`src/rtl/mult_pkg.sv`:
```
// Shared definitions for the multiple-scan sequencer and its flag logic.
package mult_pkg;

    // Controller states
    typedef enum logic [1:0] {
        IDLE = 2'd0,
        SCAN = 2'd1,
        DONE = 2'd2,
        ERR  = 2'd3
    } state_t;

    // Default scanned-value width and the matching counter width
    localparam int DEF_WIDTH = 5;
    localparam int CNT_W     = DEF_WIDTH + 1;

    // Flag vector layout
    localparam int NFLAGS = 5;
    localparam int F2     = 0;
    localparam int F3     = 1;
    localparam int F4     = 2;
    localparam int F5     = 3;
    localparam int F235   = 4;

    // True when v is an exact multiple of d (zero is a multiple of everything)
    function automatic logic is_mult(input logic [31:0] v, input logic [31:0] d);
        return (v % d) == 32'd0;
    endfunction

endpackage

```
`src/rtl/mult_flags_comb.sv`:
```
// Purely combinational divisibility flags for one WIDTH-bit value.
module mult_flags_comb
    import mult_pkg::*;
#(
    parameter int WIDTH = 5
) (
    input  logic [WIDTH-1:0]  num,
    output logic [NFLAGS-1:0] flags
);

    logic [31:0] num32;

    assign num32 = 32'(num);

    // Evaluate each divisibility rule; the 2*3*5 flag is the AND of its factors
    always_comb begin
        flags       = '0;
        flags[F2]   = is_mult(num32, 32'd2);
        flags[F3]   = is_mult(num32, 32'd3);
        flags[F4]   = is_mult(num32, 32'd4);
        flags[F5]   = is_mult(num32, 32'd5);
        flags[F235] = flags[F2] & flags[F3] & flags[F5];
    end

endmodule

```
`src/rtl/mult_scan_ctrl.sv`:
```
// Range sweeper: walks lo..hi one value per clock through mult_flags_comb
// and counts multiples of 2, 3, 4, 5 and 30. Start/busy/done handshake.
// Optional feature: define MULT_SCAN_PAUSE_EN to add a pause input that
// freezes the sweep while in SCAN.
module mult_scan_ctrl
    import mult_pkg::*;
#(
    parameter int WIDTH = 5
) (
    input  logic             clk,
    input  logic             rst_n,
`ifdef MULT_SCAN_PAUSE_EN
    input  logic             pause,
`endif
    input  logic             start,
    input  logic [WIDTH-1:0] lo,
    input  logic [WIDTH-1:0] hi,
    output logic             busy,
    output logic             done,
    output logic             err,
    output logic [WIDTH-1:0] cur_num,
    output logic             cur_valid,
    output logic [WIDTH:0]   cnt2,
    output logic [WIDTH:0]   cnt3,
    output logic [WIDTH:0]   cnt4,
    output logic [WIDTH:0]   cnt5,
    output logic [WIDTH:0]   cnt235
);

    localparam int CW = WIDTH + 1;

    state_t             state_q;
    state_t             state_d;
    logic [WIDTH-1:0]   hi_q;
    logic [WIDTH-1:0]   num_q;
    logic [CW-1:0]      cnt_q [NFLAGS];
    logic [NFLAGS-1:0]  flags;
    logic               hold;
    logic               adv;
    logic               range_ok;
    logic               last;

`ifdef MULT_SCAN_PAUSE_EN
    assign hold = pause;
`else
    assign hold = 1'b0;
`endif

    assign range_ok = (lo <= hi);
    assign adv      = (state_q == SCAN) && !hold;
    assign last     = (num_q == hi_q);

    mult_flags_comb #(.WIDTH(WIDTH)) u_flags (
        .num   (num_q),
        .flags (flags)
    );

    // State register
    always_ff @(posedge clk) begin
        if (!rst_n) begin
            state_q <= IDLE;
        end else begin
            state_q <= state_d;
        end
    end

    // Next-state and handshake outputs; termination is by compare with hi,
    // so cur_num never wraps even when hi is the largest value
    always_comb begin
        state_d   = state_q;
        busy      = 1'b0;
        done      = 1'b0;
        err       = 1'b0;
        cur_valid = 1'b0;
        case (state_q)
            IDLE: begin
                if (start) begin
                    state_d = range_ok ? SCAN : ERR;
                end
            end
            SCAN: begin
                busy      = 1'b1;
                cur_valid = adv;
                if (adv && last) begin
                    state_d = DONE;
                end
            end
            DONE: begin
                done    = 1'b1;
                state_d = IDLE;
            end
            ERR: begin
                done    = 1'b1;
                err     = 1'b1;
                state_d = IDLE;
            end
            default: state_d = IDLE;
        endcase
    end

    // Range capture, value stepping and hit counters
    always_ff @(posedge clk) begin
        if (!rst_n) begin
            num_q <= '0;
            for (int i = 0; i < NFLAGS; i++) begin
                cnt_q[i] <= '0;
            end
        end else begin
            if (state_q == IDLE && start) begin
                for (int i = 0; i < NFLAGS; i++) begin
                    cnt_q[i] <= '0;
                end
                if (range_ok) begin
                    hi_q  <= hi;
                    num_q <= lo;
                end
            end else if (adv) begin
                for (int i = 0; i < NFLAGS; i++) begin
                    cnt_q[i] <= cnt_q[i] + CW'(flags[i]);
                end
                if (!last) begin
                    num_q <= num_q + 1'b1;
                end
            end
        end
    end

    assign cur_num = num_q;
    assign cnt2    = cnt_q[F2];
    assign cnt3    = cnt_q[F3];
    assign cnt4    = cnt_q[F4];
    assign cnt5    = cnt_q[F5];
    assign cnt235  = cnt_q[F235];

endmodule

```
`config.mk`:
```
export PLATFORM = sky130hd
export DESIGN_NAME = mult_scan_ctrl
export DESIGN_NICKNAME = d
export VERILOG_FILES = /design/src/rtl/mult_pkg.sv /design/src/rtl/mult_flags_comb.sv /design/src/rtl/mult_scan_ctrl.sv
export SDC_FILE = /design/constraint.sdc
export NUM_CORES = 1
export LEC_CHECK = 0
export ABC_AREA = 1
export CAP_MARGIN = 20
export CORE_MARGIN = 8
export CORE_UTILIZATION = 56
export CTS_BUF_LIST = sky130_fd_sc_hd__clkbuf_8
export DETAILED_ROUTE_END_ITERATION = 8
export PLACE_DENSITY = 0.8
export SKIP_LAST_GASP = 1
export SLEW_MARGIN = 10
export SYNTH_ARGS = -nofsm -noshare
export SYNTH_HDL_FRONTEND = slang
export SYNTH_SLANG_ARGS = --single-unit
```
`constraint.sdc`:
```
create_clock -name clk -period 4 [get_ports clk]
set_clock_uncertainty 0.05 [all_clocks]
set_input_delay 0.6 -clock clk [delete_from_list [all_inputs] [get_ports clk]]
set_output_delay 0.6 -clock clk [all_outputs]
set_load 0.02 [all_outputs]
```
Word level (Yosys, flattened, before mapping)
Memories as Yosys holds them, arrays and structs flattened. Cells that the tools add are included.

Register bits: 12. Bits in latches: 0. Memory bits (writable): 30. Bits in read-only memories: 0. Input port bits: 13. Output and inout bits: 39. Word-level logic and storage cells: 73. Memories kept: 1.

Memories: cnt_q (words 5, width 6, rd ports 5, clocked after Yosys merged registers in 0, write ports 5, RTL line mult_scan_ctrl.sv:36) `logic [CW-1:0] cnt_q [NFLAGS];`.

$add $sub $neg: 6. Multipliers: 0. Divide/modulo/power cells: 2. Magnitude comparators: 1. Equality and inequality tests: 8. Shift-type cells: 0. Mux-type cells: 28. Bitwise gates (word level): 12. Reduce and logical (&&, ||, !) cells: 12.

Operator list (count): 32-bit zero test (4); 6-bit two-way mux (10); 5-bit by 2-bit modulo with 32-bit output (second input constant) (1); 5-bit by 3-bit modulo with 32-bit output (second input constant) (1); 6-bit by 1-bit adder with 6-bit output (5); 5-bit two-way mux (4); 1-bit two-way mux (10); 1-bit OR (10); 2-bit two-way mux (3); 2-bit case mux with 3 select lines (1); 3-bit AND reduction (2); 5-bit by 1-bit adder with 5-bit output (second input constant) (1); 5-bit == test (1); 5-bit <= comparator (1); 2-bit == test (second input constant) (2); 2-bit by 1-bit != test with 1-bit output (second input constant) (2); 2-bit != test (second input constant) (2); 1-bit bitwise AND (2); 2-bit by 1-bit == test with 1-bit output (second input constant) (1); 1-bit logical AND (2); 2-bit zero test (1); 2-bit AND reduction (1); 2-bit nonzero test (1); 2-bit OR reduction (1).

Logic depth before layout (Yosys ltp)
Gate-level depths: netlist (run 1).

Depth after elaboration: 7. Gate-level depth with buffers: 32. Mapped depth without buffers: 30.

Cells and area by module
Synthesis (run 1) repeated with hierarchy kept, for this count alone.

Cell total of the unflattened synthesis: 452. Area total of the unflattened synthesis: 3314.4 um^2.

By module, submodules not included: mult_scan_ctrl (times used 1, cells each 265, area an instance 2358.5 um^2, sequential area each 1191.1 um^2); mult_flags_comb (times used 1, cells each 187, area an instance 955.9 um^2, sequential area each 0.0 um^2).

Worst setup path after synthesis (run 1)
Ideal clock, no wire load.

Kind: register to register. Start point: reg num_q[3] (netlist: cur_num[3]). End point: mem cnt_q[0][10] (netlist bit) (data pin). Library setup time: 0.259 ns. Arrival time: 3.528 ns. Required time: 3.691 ns. Setup slack: 0.163 ns. Stages on the path, launching flop included: 30. Buffers on the path: 2. Period minus slack after synthesis: 3.837 ns. Cell sequence: dfxtp_1 buf_6 clkbuf_1 ha_1 o21ai_1 nand3_1 nand2_1 inv_2 ha_1 inv_1 nand2_2 nor2_4 nand2_1 nand2_1 inv_1 ha_1 nor2_1 nand2_2 nor2_1 nor2_1 nand2_1 nand2_1 a21oi_2 ha_1 ha_1 nand2_1 inv_1 nand2_1 o21ai_0 a21oi_1.

RTL lines: start: declaration (RTL line mult_scan_ctrl.sv:35) `logic [WIDTH-1:0] num_q;`; start signal: assignment (RTL line mult_scan_ctrl.sv:115) `num_q <= lo;`; start signal: assignment (RTL line mult_scan_ctrl.sv:122) `num_q <= num_q + 1'b1;`; end: declaration (RTL line mult_scan_ctrl.sv:36).

==> flow_summary.json, run 1 <==
{
  "status": "finished, final reports clean",
  "crit_type": "reg2reg",
  "fp.dieArea_um2": 8680,
  "synth.yosys.warnings": 0,
  "hold_buffers": 0,
  "grt_util_all_layers_pct": 17.7,
  "crit_buf_inv": 7,
  "dr.pass1.iters": 4,
  "max_cap_violations": 0,
  "setup_viol": 0,
  "ys_seq_elements": 42,
  "multiInputGateArea_um2": 1880,
  "numPortBuffers": 51,
  "worstPathMaxFanout": 7,
  "final_nets": 551,
  "yosysUniqueCellTypes": 38,
  "avgSynthCellArea_um2": 7.42,
  "drt-total-wl_mm": 7.81,
  "rsz0062_at_grt": "yes",
  "max_freq_mhz": 265,
  "syn2layout_area_growth_pct": 24.7,
  "synth_cells": 449,
  "clk_pin_slew_ns": 0.08,
  "layout-drive-gt1-share_pct": 15.4,
  "ioPinCount": 52,
  "endpoint_kind": "flip-flop",
  "num_vias": 3107,
  "cts_buffers": 5,
  "start_util_pct": 57.0,
  "h-tree-depth": 2,
  "insertion_delay_ns": 0.30,
  "wl_per_cell_um": 13.3,
  "netlist_area_um2": 3330,
  "vias_per_cell": 5.28,
  "p_leak_nw": 1.92,
  "drc": 0,
  "slowest_stage": "dfxtp_2",
  "seq_area_um2": 1190,
  "antenna_found_initial": 0,
  "yosysSeqAreaShare_pct": 35.7,
  "grt_pass1_vias": 3019,
  "rows": 28,
  "hold_viol": 0,
  "min_period_over_period_pct": 94.4,
  "cts_tree": "done",
  "holdCritPathClass": "reg2reg",
  "die_h_um": 93.2,
  "tightest_slew_ns": 0.697,
  "arrival_ns": 3.78,
  "grt_first_pass_wirelength_mm": 12.8,
  "fillCellCount": 475,
  "powerDensity_nw_per_um2": 490,
  "cp.required_ns": 4.00,
  "max_stage_delay_ns": 0.33,
  "syn_nets": 488,
  "coreArea_um2": 5850,
  "postRouteAntennaNets": 0,
  "critPathLaunchType": "flip-flop",
  "power_mw": 2.04,
  "gp_congestion": 0.920,
  "drtIter0Drc": 151,
  "crit_family": "simple AND/OR/NAND/NOR gates",
  "fp.dieW_um": 93.2,
  "fin_crit_ns": 3.78,
  "clk_path_buf_depth": 2,
  "grt_overflow_total": 0,
  "post_dp_cell_area_um2": 3950,
  "diodes": 0,
  "grt_max_degree": 31,
  "cts.sinks": 42,
  "drv_slew": 0,
  "place_hpwl_mm": 5.77,
  "max-slew-margin-rel_pct": 53.4,
  "cts-root-buf": "clkbuf_8",
  "vdd_ir_drop_max_v": 0.000242,
  "final_cell_area_um2": 4160
}
==> cells in the mapped netlist <==
cell / instances / area (um^2)
nor3_1: 12 / 60.1
o21ai_1: 2 / 10.0
a211oi_1: 3 / 22.5
nand3b_1: 2 / 15.0
buf_4: 2 / 15.0
edfxtp_1: 35 / 1050
nand3_4: 1 / 17.5
nor2_2: 1 / 6.26
o21ai_0: 24 / 120
a22o_1: 1 / 8.76
nor2_1: 51 / 191
o21bai_1: 2 / 15.0
nor2_4: 4 / 45.0
ha_1: 26 / 325
inv_1: 60 / 225
clkinv_1: 2 / 7.51
xor2_1: 2 / 17.5
a21oi_2: 1 / 8.76
nor2_8: 1 / 20.0
a221oi_1: 1 / 8.76
nand3_2: 3 / 30.0
nand2_2: 10 / 62.6
clkinv_4: 1 / 8.76
nor4_1: 1 / 6.26
clkbuf_1: 5 / 18.8
a31oi_1: 1 / 6.26
a21oi_1: 21 / 105
nand2_4: 1 / 11.3
nand3_1: 31 / 155
inv_2: 10 / 37.5
xnor2_1: 5 / 43.8
o211ai_1: 3 / 22.5
buf_6: 3 / 33.8
dfxtp_1: 7 / 140
o21ai_2: 3 / 26.3
nand3b_2: 1 / 11.3
nand2_1: 106 / 398
nand4_1: 4 / 25.0
==> per-layer routing <==
metal / vias to the layer above / wire [um] / global-route usage (%)
li1: 1601 / - / -
met5: - / 0 / 0
met2: 62 / 4030 / 33.0
met1: 1432 / 3350 / 19.4
met3: 12 / 283 / 3.21
met4: 0 / 146 / 6.31
==> cells by family after synthesis <==
group | synth area share [%]
compound gates | 10.6
xor+xnor | 1.84
fa+ha+maj | 9.76
buf+inv | 10.4
flops | 35.7
simple gates | 31.6
==> state kept, by name, indices dropped and copies added (netlist names) <==
name     flops
cnt_q       30
cur_num      5
hi_q         5
state_q      2
==> where the power goes <==
| group | leakage (nW) | total (mW) | internal (mW) | switching [mW] |
|---|---|---|---|---|
| registers | 0.433 | 0.582 | 0.533 | 0.0487 |
| logic | 1.44 | 1.18 | 0.459 | 0.722 |
| clock network | 0.0474 | 0.275 | 0.121 | 0.154 |
| total | 1.92 | 2.04 | 1.11 | 0.925 |
==> layout by cell type, fill, tap and decap left out, drive strengths merged, types with 4 or more instances in the layout <==
cell / n
a21oi: 22
buf: 15
clkbuf: 5
clkdlybuf4s50: 51
clkinv: 4
dfxtp: 7
edfxtp: 35
ha: 26
inv: 72
nand2: 117
nand3: 35
nand4: 4
nor2: 57
nor3: 12
o21ai: 29
xnor2: 5
==> final timing paths <==
kind	endpoint	start	slack, ns	cells after the start
max	cnt_q[0][28]	cur_num[3]	0.22	29
min	state_q[1]	state_q[0]	0.46	2
max reg2reg	cnt_q[0][28]	cur_num[3]	0.22	29
min reg2reg	state_q[1]	state_q[0]	0.46	2
==> per-stage QoR <==
stage                     std cells  hold WS, ns  util [%]  worst slack [ns]  setup TNS [ns]
after floorplan                 449        0.420         -             0.163               0
after global placement          575        0.442      67.4             0.249               0
after detailed placement        575        0.456      67.4            0.0596               0
after CTS                       583        0.467      68.9            0.0457               0
after global routing            588        0.505      71.1           -0.0966          -0.265
final                           588        0.465      71.1             0.222               0
==> worst min-delay path, delay by kind of cell (launching register included) <==
| kind | cells | cell delay (ns) |
|---|---|---|
| AOI/OAI and AO/OA | 1 | 0.06 |
| DFF | 1 | 0.34 |
| buffers and inverters | 1 | 0.07 |
==> final cells by class <==
| class | count | share of cell area [%] |
|---|---|---|
| clock buffer | 5 | 1.66 |
| clock inverter | 3 | 0.391 |
| inverter | 73 | 6.77 |
| multi-input combinational | 324 | 45.2 |
| sequential | 42 | 28.7 |
| tap | 75 | 2.26 |
| timing repair buffer | 66 | 15.0 |
==> what timing repair did <==
action                     CTS  global route
setup endpoints to repair    0            10
setup buffers                0             5
resized for setup            0            29
(Power assumes the default switching activity.)
==> run 2, diff against run 1 <==
SYNTH_HIERARCHICAL = 1   (was default)
==> run 2 against run 1 <==
Net effect:
- final cell count grew 0.34%
- via count shrank 3.4%
- register-to-register slack gained 0.02 ns
- area after synthesis shrank 0.56%
- count of clock-buffer cells in the layout is the same
- hold slack gained 0.065 ns
- first-iteration DRC count shrank 17%
- sequential power grew 1%
- setup slack gained 0.022 ns
- global-route usage shrank 0.98 points
- sequential share of layout area grew 0.38 points
- utilization shrank 0.22 points
- critical path type unchanged
- critical endpoint unchanged
- largest cell class unchanged
- largest power group unchanged
==> flow_summary.json, run 2 <==
{
  "yosysUniqueCellTypes": 37,
  "hold_buffers": 0,
  "tightest_slew_ns": 0.480,
  "crit_buf_inv": 4,
  "final_nets": 551,
  "worstPathMaxFanout": 8,
  "crit_type": "reg2reg",
  "max_cap_violations": 0,
  "vdd_ir_drop_max_v": 0.000221,
  "synth_top_area_cell": "edfxtp_1",
  "cts_buffers": 5,
  "cp.required_ns": 4.01,
  "syn_nets": 489,
  "rows": 28,
  "max-slew-margin-rel_pct": 68.0,
  "synth_fa_ha_area_share_pct": 9.06,
  "synth_area_leaders": "edfxtp_1, nand2_1, ha_1, inv_1, nor2_1",
  "grt_max_degree": 31,
  "gp_congestion": 0.873,
  "ys_seq_elements": 42,
  "muxShareOfSynthArea_pct": 0,
  "diodes": 0,
  "reg2reg_depth": 27,
  "place_hpwl_mm": 5.37,
  "hold_ws_ns": 0.530,
  "synth_most_common_cell": "nand2_1",
  "synthDominantCellAreaShare_pct": 31.7,
  "drv_slew": 0,
  "h-tree-depth": 2,
  "crit_family": "simple AND/OR/NAND/NOR gates",
  "critPathLaunchType": "flip-flop",
  "max_stage_delay_ns": 0.37,
  "endpoint_kind": "flip-flop",
  "slowest_stage": "dfxtp_4",
  "setup-tns-final_ns": 0,
  "synth.yosys.warnings": 6,
  "avgSynthCellArea_um2": 7.33,
  "synth-xor-area-share_pct": 2.64,
  "clk_pin_slew_ns": 0.09,
  "arrival_ns": 3.76,
  "holdCritPathClass": "reg2reg",
  "synth_cells": 452,
  "ioPinCount": 52,
  "reg2reg_from": "cur_num[2]",
  "fp.dieArea_um2": 8640,
  "cp.depth": 27,
  "fillCellCount": 504,
  "vias_per_cell": 5.09,
  "cts_tree": "done",
  "status": "finished, final reports clean",
  "drt-total-wl_mm": 7.12,
  "p_leak_nw": 1.91,
  "r2r_slack_ns": 0.24,
  "fp.dieW_um": 92.9,
  "coreArea_um2": 5820,
  "cts.sinks": 42,
  "synth_common_cells": "nand2_1, inv_1, nor2_1, edfxtp_1, nand3_1",
  "postRouteAntennaNets": 0,
  "synthArstFlopShare_pct": 0,
  "powerDensity_nw_per_um2": 493,
  "drtIter0Drc": 126,
  "cts-root-buf": "clkbuf_8",
  "final_cell_mix": "nand2_1, inv_1, nor2_1",
  "top_register": "cnt_q",
  "synth_compound_area_share_pct": 6.57,
  "wl_per_cell_um": 12.1,
  "layout_commonest_cell": "nand2_1",
  "num_vias": 3002,
  "largest_reg_flops": 30,
  "antenna_found_initial": 0,
  "reg2reg_to": "cnt_q[0][28]",
  "startpoint": "cur_num[2]",
  "insertion_delay_ns": 0.30,
  "yosys.area_share.simple_pct": 35.0,
  "yosysSeqAreaShare_pct": 35.9,
  "numPortBuffers": 51,
  "synth_top_family_by_area": "simple AND/OR/NAND/NOR gates",
  "seq_area_um2": 1200,
  "grt_pass1_vias": 2814,
  "min_period_over_period_pct": 93.9,
  "endpoint": "cnt_q[0][28]",
  "ys.flop_type": "edfxtp_1",
  "setup_viol": 0,
  "syn2layout_area_growth_pct": 24.3,
  "fin_crit_ns": 3.76,
  "drc": 0,
  "netlist_area_um2": 3310,
  "hold_viol": 0,
  "synth_edf_count": 35,
  "multiInputGateArea_um2": 1840,
  "grt_util_all_layers_pct": 16.7,
  "clk_path_buf_depth": 2,
  "start_util_pct": 57.0,
  "grt_overflow_total": 0,
  "max_freq_mhz": 266,
  "grt_first_pass_wirelength_mm": 12.1,
  "rsz0062_at_grt": "yes",
  "dr.pass1.iters": 4,
  "layout-drive-gt1-share_pct": 17.3,
  "die_h_um": 92.9
}
## run 2: tightest hold or removal path: cells and delay by family, from the launching register on
family / cells / cell delay [ns]
DFF: 1 / 0.39
and+or+nand+nor: 2 / 0.16
## run 2: how the worst min path moves through the flow
stage	to	start	cells past startpoint	slack [ns]
after floorplan	state_q[1]	state_q[0]	4	0.50
after global placement	state_q[1]	state_q[0]	4	0.53
after detailed placement	state_q[1]	state_q[0]	4	0.53
after CTS	cur_num[4]	cur_num[4]	2	0.54
after global routing	cur_num[4]	cur_num[4]	2	0.55
final	cur_num[4]	cur_num[4]	2	0.53
## run 2: power by group
group	total [mW]	switching, mW	internal (mW)
clock	0.289	0.163	0.126
sequential	0.588	0.0498	0.538
combinational	1.16	0.712	0.444
## run 2: layout make-up
class	count	share of cell area, %
sequential	42	29.1
clock inverter	3	0.607
multi-input combinational	323	44.5
inverter	80	7.41
timing repair buffer	62	14.4
clock buffer	5	1.67
tap	75	2.28
## run 2: stage by stage
step                power (mW)  cell area, um^2  worst slack, ns  util, %  std cells
floorplan                 1.39             3310           0.0514        -        452
CTS                       1.94             4000           0.0565     68.7        583
global placement          1.62             3900            0.176     67.1        575
detailed placement        1.65             3900          -0.0270     67.1        575
global route              2.21             4120          -0.0541     70.8        590
finish                    2.03             4120            0.245     70.8        590
## run 2: cell families after synthesis
group	Yosys count
AOI/OAI and AO/OA	42
buffers and inverters	88
DFF	42
and+or+nand+nor	246
xor gates and xnor gates	10
adders and majority gates	24
## run 2: metal layers
layer / up-vias / routed length [um] / global-route usage [%]
li1: 1557 / - / -
met1: 1364 / 3040 / 19.3
met2: 73 / 3690 / 30.2
met3: 8 / 297 / 3.40
met4: 0 / 91 / 4.56
met5: - / 0 / 0
## run 2: repair_timing
item                       in CTS  in global routing
setup buffers                   0                  6
setup endpoints to repair       2                 12
pin swaps                       0                 17
gates cloned                    0                  1
gates resized for setup         1                 28
